### src/rtl/normal_clt_accum_if.sv
// Bundles the multiplier-side and consumer-side signals of the CLT accumulator.
//
// Handshake rules for both valid/ready pairs:
//   A transfer happens on a rising clock edge where valid and ready are both 1.
//   The producer holds valid and its data steady until that transfer.
//   The consumer may raise or drop ready in any cycle.
//   src_ready equals mul_ce, so an operand is captured exactly when the multiplier advances.
interface normal_clt_accum_if #(
   parameter int IN_WIDTH  = 24,
   parameter int OUT_WIDTH = 28
);
   logic                 src_valid;
   logic                 src_ready;
   logic                 mul_ce;
   logic [IN_WIDTH-1:0]  mul_dout;
   logic                 out_valid;
   logic                 out_ready;
   logic [OUT_WIDTH-1:0] out_data;

   // Accumulator side.
   modport master (
      input  src_valid,
      output src_ready,
      output mul_ce,
      input  mul_dout,
      output out_valid,
      input  out_ready,
      output out_data
   );

   // Environment side: the upstream source, the multiplier and the consumer.
   modport slave (
      output src_valid,
      input  src_ready,
      input  mul_ce,
      output mul_dout,
      input  out_valid,
      output out_ready,
      input  out_data
   );
endinterface

### src/rtl/normal_clt_accum.sv
// Central-limit-theorem accumulator placed after the scaling multiplier.
// The block owns the multiplier clock-enable and tracks tokens in flight with vpipe.
// Each group of SUM_COUNT signed products becomes one output sample.
// The multiplier freezes only when the tail holds a group's last product and the
// output register is still occupied. All other products are absorbed freely.
module normal_clt_accum #(
   parameter int MUL_LATENCY = 4,
   parameter int IN_WIDTH    = 24,
   parameter int SUM_COUNT   = 12,
   parameter int CNT_WIDTH   = 4,
   parameter int OUT_WIDTH   = 28
) (
   input  logic                clk,
   input  logic                reset,
   normal_clt_accum_if.master  bus
);

   localparam logic [CNT_WIDTH-1:0] LAST_CNT = CNT_WIDTH'(SUM_COUNT - 1);

   logic [MUL_LATENCY-1:0] vpipe;
   logic [CNT_WIDTH-1:0]   cnt;
   logic [OUT_WIDTH-1:0]   acc;
   logic [OUT_WIDTH-1:0]   out_data_q;
   logic                   out_valid_q;

   logic                   tail;
   logic                   last;
   logic                   block;
   logic                   stall;
   logic                   ce;
   logic                   absorb;
   logic [OUT_WIDTH-1:0]   product;

   // Stall decision. It is combinational from out_ready so the freeze starts in the same cycle.
   always_comb begin
      tail    = vpipe[MUL_LATENCY-1];
      last    = (cnt == LAST_CNT);
      block   = last & out_valid_q & ~bus.out_ready;
      stall   = tail & block;
      ce      = ~stall & ~reset;
      absorb  = tail & ce;
      product = OUT_WIDTH'($signed(bus.mul_dout));
   end

   assign bus.mul_ce    = ce;
   assign bus.src_ready = ce;
   assign bus.out_valid = out_valid_q;
   assign bus.out_data  = out_data_q;

   // Token tracking, group accumulation and the output register.
   always_ff @(posedge clk) begin
      if (reset) begin
         vpipe       <= '0;
         cnt         <= '0;
         acc         <= '0;
         out_data_q  <= '0;
         out_valid_q <= 1'b0;
      end else begin
         // vpipe advances in lockstep with the multiplier pipeline.
         if (ce) begin
            vpipe[0] <= bus.src_valid & ce;
            for (int i = 1; i < MUL_LATENCY; i++) begin
               vpipe[i] <= vpipe[i-1];
            end
         end

         if (absorb && !last) begin
            acc <= acc + product;
            cnt <= cnt + CNT_WIDTH'(1);
         end else if (absorb && last) begin
            // A load takes priority over a handshake in the same cycle.
            // out_valid stays 1, so throughput is not lost.
            out_data_q  <= acc + product;
            out_valid_q <= 1'b1;
            acc         <= '0;
            cnt         <= '0;
         end

         if (!(absorb && last) && out_valid_q && bus.out_ready) begin
            out_valid_q <= 1'b0;
         end
      end
   end

endmodule

### src/flat_wrapper.sv
// flat-port wrapper written by rule: the top's interface ports become plain ports
module normal_clt_accum_flat 
#(
   parameter int MUL_LATENCY = 4,
   parameter int IN_WIDTH    = 24,
   parameter int SUM_COUNT   = 12,
   parameter int CNT_WIDTH   = 4,
   parameter int OUT_WIDTH   = 28
)
  (clk, reset, bus_src_valid, bus_src_ready, bus_mul_ce, bus_mul_dout, bus_out_valid, bus_out_ready, bus_out_data);
  normal_clt_accum_if #(.IN_WIDTH(IN_WIDTH), .OUT_WIDTH(OUT_WIDTH)) bus_i ();
  input  logic clk;
  input  logic reset;
  input wire logic [$bits(bus_i.src_valid)-1:0] bus_src_valid;
  output wire logic [$bits(bus_i.src_ready)-1:0] bus_src_ready;
  output wire logic [$bits(bus_i.mul_ce)-1:0] bus_mul_ce;
  input wire logic [$bits(bus_i.mul_dout)-1:0] bus_mul_dout;
  output wire logic [$bits(bus_i.out_valid)-1:0] bus_out_valid;
  input wire logic [$bits(bus_i.out_ready)-1:0] bus_out_ready;
  output wire logic [$bits(bus_i.out_data)-1:0] bus_out_data;
  assign bus_i.src_valid = bus_src_valid;
  assign bus_src_ready = bus_i.src_ready;
  assign bus_mul_ce = bus_i.mul_ce;
  assign bus_i.mul_dout = bus_mul_dout;
  assign bus_out_valid = bus_i.out_valid;
  assign bus_i.out_ready = bus_out_ready;
  assign bus_out_data = bus_i.out_data;
  normal_clt_accum #(.MUL_LATENCY(MUL_LATENCY), .IN_WIDTH(IN_WIDTH), .SUM_COUNT(SUM_COUNT), .CNT_WIDTH(CNT_WIDTH), .OUT_WIDTH(OUT_WIDTH)) u_core (.clk(clk), .reset(reset), .bus(bus_i));
endmodule
### config.mk
export PLATFORM = sky130hd
export DESIGN_NAME = normal_clt_accum_flat
export DESIGN_NICKNAME = d
export VERILOG_FILES = /design/src/rtl/normal_clt_accum_if.sv /design/src/rtl/normal_clt_accum.sv /design/src/flat_wrapper.sv
export SDC_FILE = /design/constraint.sdc
export NUM_CORES = 1
export LEC_CHECK = 0
export ABC_AREA = 1
export ABC_CLOCK_PERIOD_IN_PS = 1900
export BUFFER_PORTS_ARGS = -buffer_cell sky130_fd_sc_hd__buf_2
export CORE_MARGIN = 5
export CORE_UTILIZATION = 42
export DETAILED_ROUTE_END_ITERATION = 8
export PLACE_DENSITY = 0.69
export REMOVE_ABC_BUFFERS = 1
export SYNTH_ARGS = -nofsm -noshare
export SYNTH_HDL_FRONTEND = slang
export SYNTH_SLANG_ARGS = --single-unit
### constraint.sdc
create_clock -name clk -period 1.9 [get_ports clk]
set_input_delay 0.095 -clock clk [delete_from_list [all_inputs] [get_ports clk]]
set_output_delay 0.095 -clock clk [all_outputs]
set_load 0.03 [all_outputs]
==> out/results.ini <==
[grt]
grt_util_all_layers_pct=19.6
grt-ovfl-total=0
grt_pass1_vias=4318
maximum_number_of_pins_on_one_net_before_global_route_repair=34
wire_length_of_the_first_global_routing_pass_mm=20.0
antenna_violations_before_repair=0

[power_and_ir_drop]
p_total_mw=3.09
power-per-cell-area_nw_per_um2=582
p_leak_nw=2.81
max-vdd-ir-drop_uv=373

[routing]
drc_errors=0
detailedRoute.firstPassIterationCount=5
routed-via-count=4473
drt-vias-per-instance=5.08
drtAntennaViolNets=0
drt-initial-drc-count=370
wl_mm=12.3
routed_wire_length_per_instance_um=14.0

[finish]
fin_area_um2=5310
final_layout_size_suffix_gt1_share_pct=20.7
antennaDiodeCount=0
finish.utilization_pct=53.9
number_of_nets_in_the_finished_design=800
areaGrowthSynthToFinish_pct=24.2

[placement]
post_dp_hpwl_mm=8.80
placement.cell_area_um2=4760
numPortBuffers=58
gp_weighted_congestion=1.02
place_ws_ns=-0.0509

[cts]
cts_max_level=3
insertion_delay_ns=0.35
clock_tree_from_tritoncts=done
cts_max_path_buffers=2
cts_buffers=9
cts_clock_pin_slew_for_the_worst_setup_and_hold_paths_ns=0.07
clk_root_buffer_cell=sky130_fd_sc_hd__clkbuf_8
cts_num_sinks=65
cts_hold_buf=0

[synthesis]
yosys.cell_types.count=34
ys_warn_count=0
synth_area_per_cell_um2=6.34
synth_cells=675
post-synth-top-area-cell=sky130_fd_sc_hd__dfxtp_1
syn_area_um2=4280
synth_top_area_share_pct=30.4
seq_area_frac_synth_pct=30.4
synth.area.top_cells=sky130_fd_sc_hd__dfxtp_1 (30%), sky130_fd_sc_hd__nand2_1 (23%), sky130_fd_sc_hd__inv_1 (9.1%)
number_of_flip_flops_and_latches_in_the_synthesized_netlist=65

[flow_run]
cap_viol_max_count=0

[setup_path]
worst_ep_arrival_time_ns=2.31
worst_setup_path_end_kind=flop
r2r_slack_ns=-0.13
timing.setup.critical_path_class=reg -> reg
start_kind=flop
critPathMaxFanout=4
worst_ep_required_ns=2.18

[timing]
maxSlewHeadroom_pct=72.3
setup_ws_ns=-0.130
timing.final.crit_period_ns=2.03
timing.final.max_slew_violations=0
max_slew.worst_pin.slew_ns=0.416
finClkSkew_ns=0.00927
post-route-period-util_pct=107
rsz0062_at_grt=true
maxClockFrequency_mhz=493
final-hold-violation-count=0
setup_violations=4
setup_total_negative_slack_ns=-0.260

[floorplan]
die_h_um=111
core_area_um2=9860
initial_utilization_pct=43.4
top_level_ports=59
core.rowCount=36
die_width_um=111
dieArea_um2=12300

[run_status]
violations=negative setup slack
run_status=complete, but fails checks

[worst_hold_path]
hold_class=in -> reg

==> cell usage in the layout, fill, tap and decap left out, types with 4 or more instances in the layout <==
cell type / n
sky130_fd_sc_hd__buf_4: 12
sky130_fd_sc_hd__nor2_1: 35
sky130_fd_sc_hd__nand3_2: 6
sky130_fd_sc_hd__dfxtp_1: 58
sky130_fd_sc_hd__clkbuf_8: 11
sky130_fd_sc_hd__inv_1: 104
sky130_fd_sc_hd__nand3b_1: 5
sky130_fd_sc_hd__dfxtp_2: 7
sky130_fd_sc_hd__o21ai_0: 4
sky130_fd_sc_hd__buf_2: 58
sky130_fd_sc_hd__a22o_1: 12
sky130_fd_sc_hd__ha_1: 12
sky130_fd_sc_hd__xor2_1: 11
sky130_fd_sc_hd__ha_4: 12
sky130_fd_sc_hd__nand2_1: 252
sky130_fd_sc_hd__a21oi_2: 6
sky130_fd_sc_hd__ha_2: 4
sky130_fd_sc_hd__nand3_1: 37
sky130_fd_sc_hd__nand2_2: 6
sky130_fd_sc_hd__a22oi_1: 6
sky130_fd_sc_hd__nand4_1: 7
sky130_fd_sc_hd__a21oi_1: 39
sky130_fd_sc_hd__nor2_2: 10
==> timing repair <==
action / CTS / global route
endpoints found under the setup margin: 27 / 39
resized for setup: 3 / 61
pin swaps: 0 / 14
setup buffers: 0 / 2
==> report_power, final <==
part / total, mW / internal, mW / switching [mW]
logic: 0.346 / 0.132 / 0.215
clock network: 1.37 / 0.806 / 0.567
registers: 1.37 / 1.37 / 0.00520
total: 3.09 / 2.31 / 0.787
==> layer usage <==
metal	vias to the layer above	GRT usage, %	wire (um)
met1	2018	25.4	5570
met2	184	32.8	5630
li1	2241	-	-
met3	30	3.93	830
met5	-	0	0
met4	0	5.83	277
==> layout make-up <==
cell class / instances / area, um^2
clock buffers: 11 / 151
fillers: 969 / 4550
well taps: 133 / 166
multi-input cells: 486 / 2760
repair buffers: 73 / 440
flip-flops and latches: 65 / 1310
inverters: 108 / 408
clock inverters: 5 / 77.6
==> sequential cells by signal, summed over array words and instances (netlist names) <==
name                  flops
u_core.vpipe              4
u_core.cnt                4
u_core.bus.out_valid      1
u_core.acc               28
u_core.bus.out_data      28
==> worst max-delay path, cell delays in order, from the launching register on <==
cell	delay, ns
sky130_fd_sc_hd__dfxtp_2	0.34
sky130_fd_sc_hd__ha_4	0.17
sky130_fd_sc_hd__fa_2	0.42
sky130_fd_sc_hd__nand2_1	0.12
sky130_fd_sc_hd__nand3_2	0.09
sky130_fd_sc_hd__nand3_2	0.09
sky130_fd_sc_hd__nand2_4	0.07
sky130_fd_sc_hd__a21oi_2	0.19
sky130_fd_sc_hd__xor2_1	0.23
sky130_fd_sc_hd__nand2_1	0.10
sky130_fd_sc_hd__a21oi_2	0.14
==> synth_stat cells, drive strengths merged <==
master and instances:
a22o 12, a22oi 6, clkbuf 4, nand3 43, fa 1, nand4 7, and3 2, o21ai 5
a21o 1, a21oi 45, dfxtp 65, and2 1, or2 1, nor2 48, xnor2 2, inv 108
a211oi 1, ha 28, o211ai 1, buf 12, nand2 260, nand3b 6, xor2 13, o21bai 1
nor3 2
==> worst paths after layout <==
path                      startpoint                 endpoint  cells after the start
max                    u_core.acc[0]           u_core.acc[16]                     10
min                    bus_out_ready     u_core.bus.out_valid                      4
min reg2reg  u_core.bus.out_data[26]  u_core.bus.out_data[26]                      2
max reg2reg            u_core.acc[0]           u_core.acc[16]                     10
==> cells by family after synthesis <==
kind of cell               share of synthesized area, %
buffers and inverters                              11.9
xor gates and xnor gates                           3.07
adders and majority gates                          8.66
AOI/OAI and AO/OA                                  10.1
DFF                                                30.4
and+or+nand+nor                                    35.9
==> stage by stage <==
stage / hold slack [ns] / std cells
after floorplan: 0.164 / 659
after global placement: 0.379 / 863
after detailed placement: 0.385 / 863
after CTS: 0.0186 / 879
after global routing: 0.0329 / 881
final: 0.0220 / 881
(Power assumes the default switching activity.)
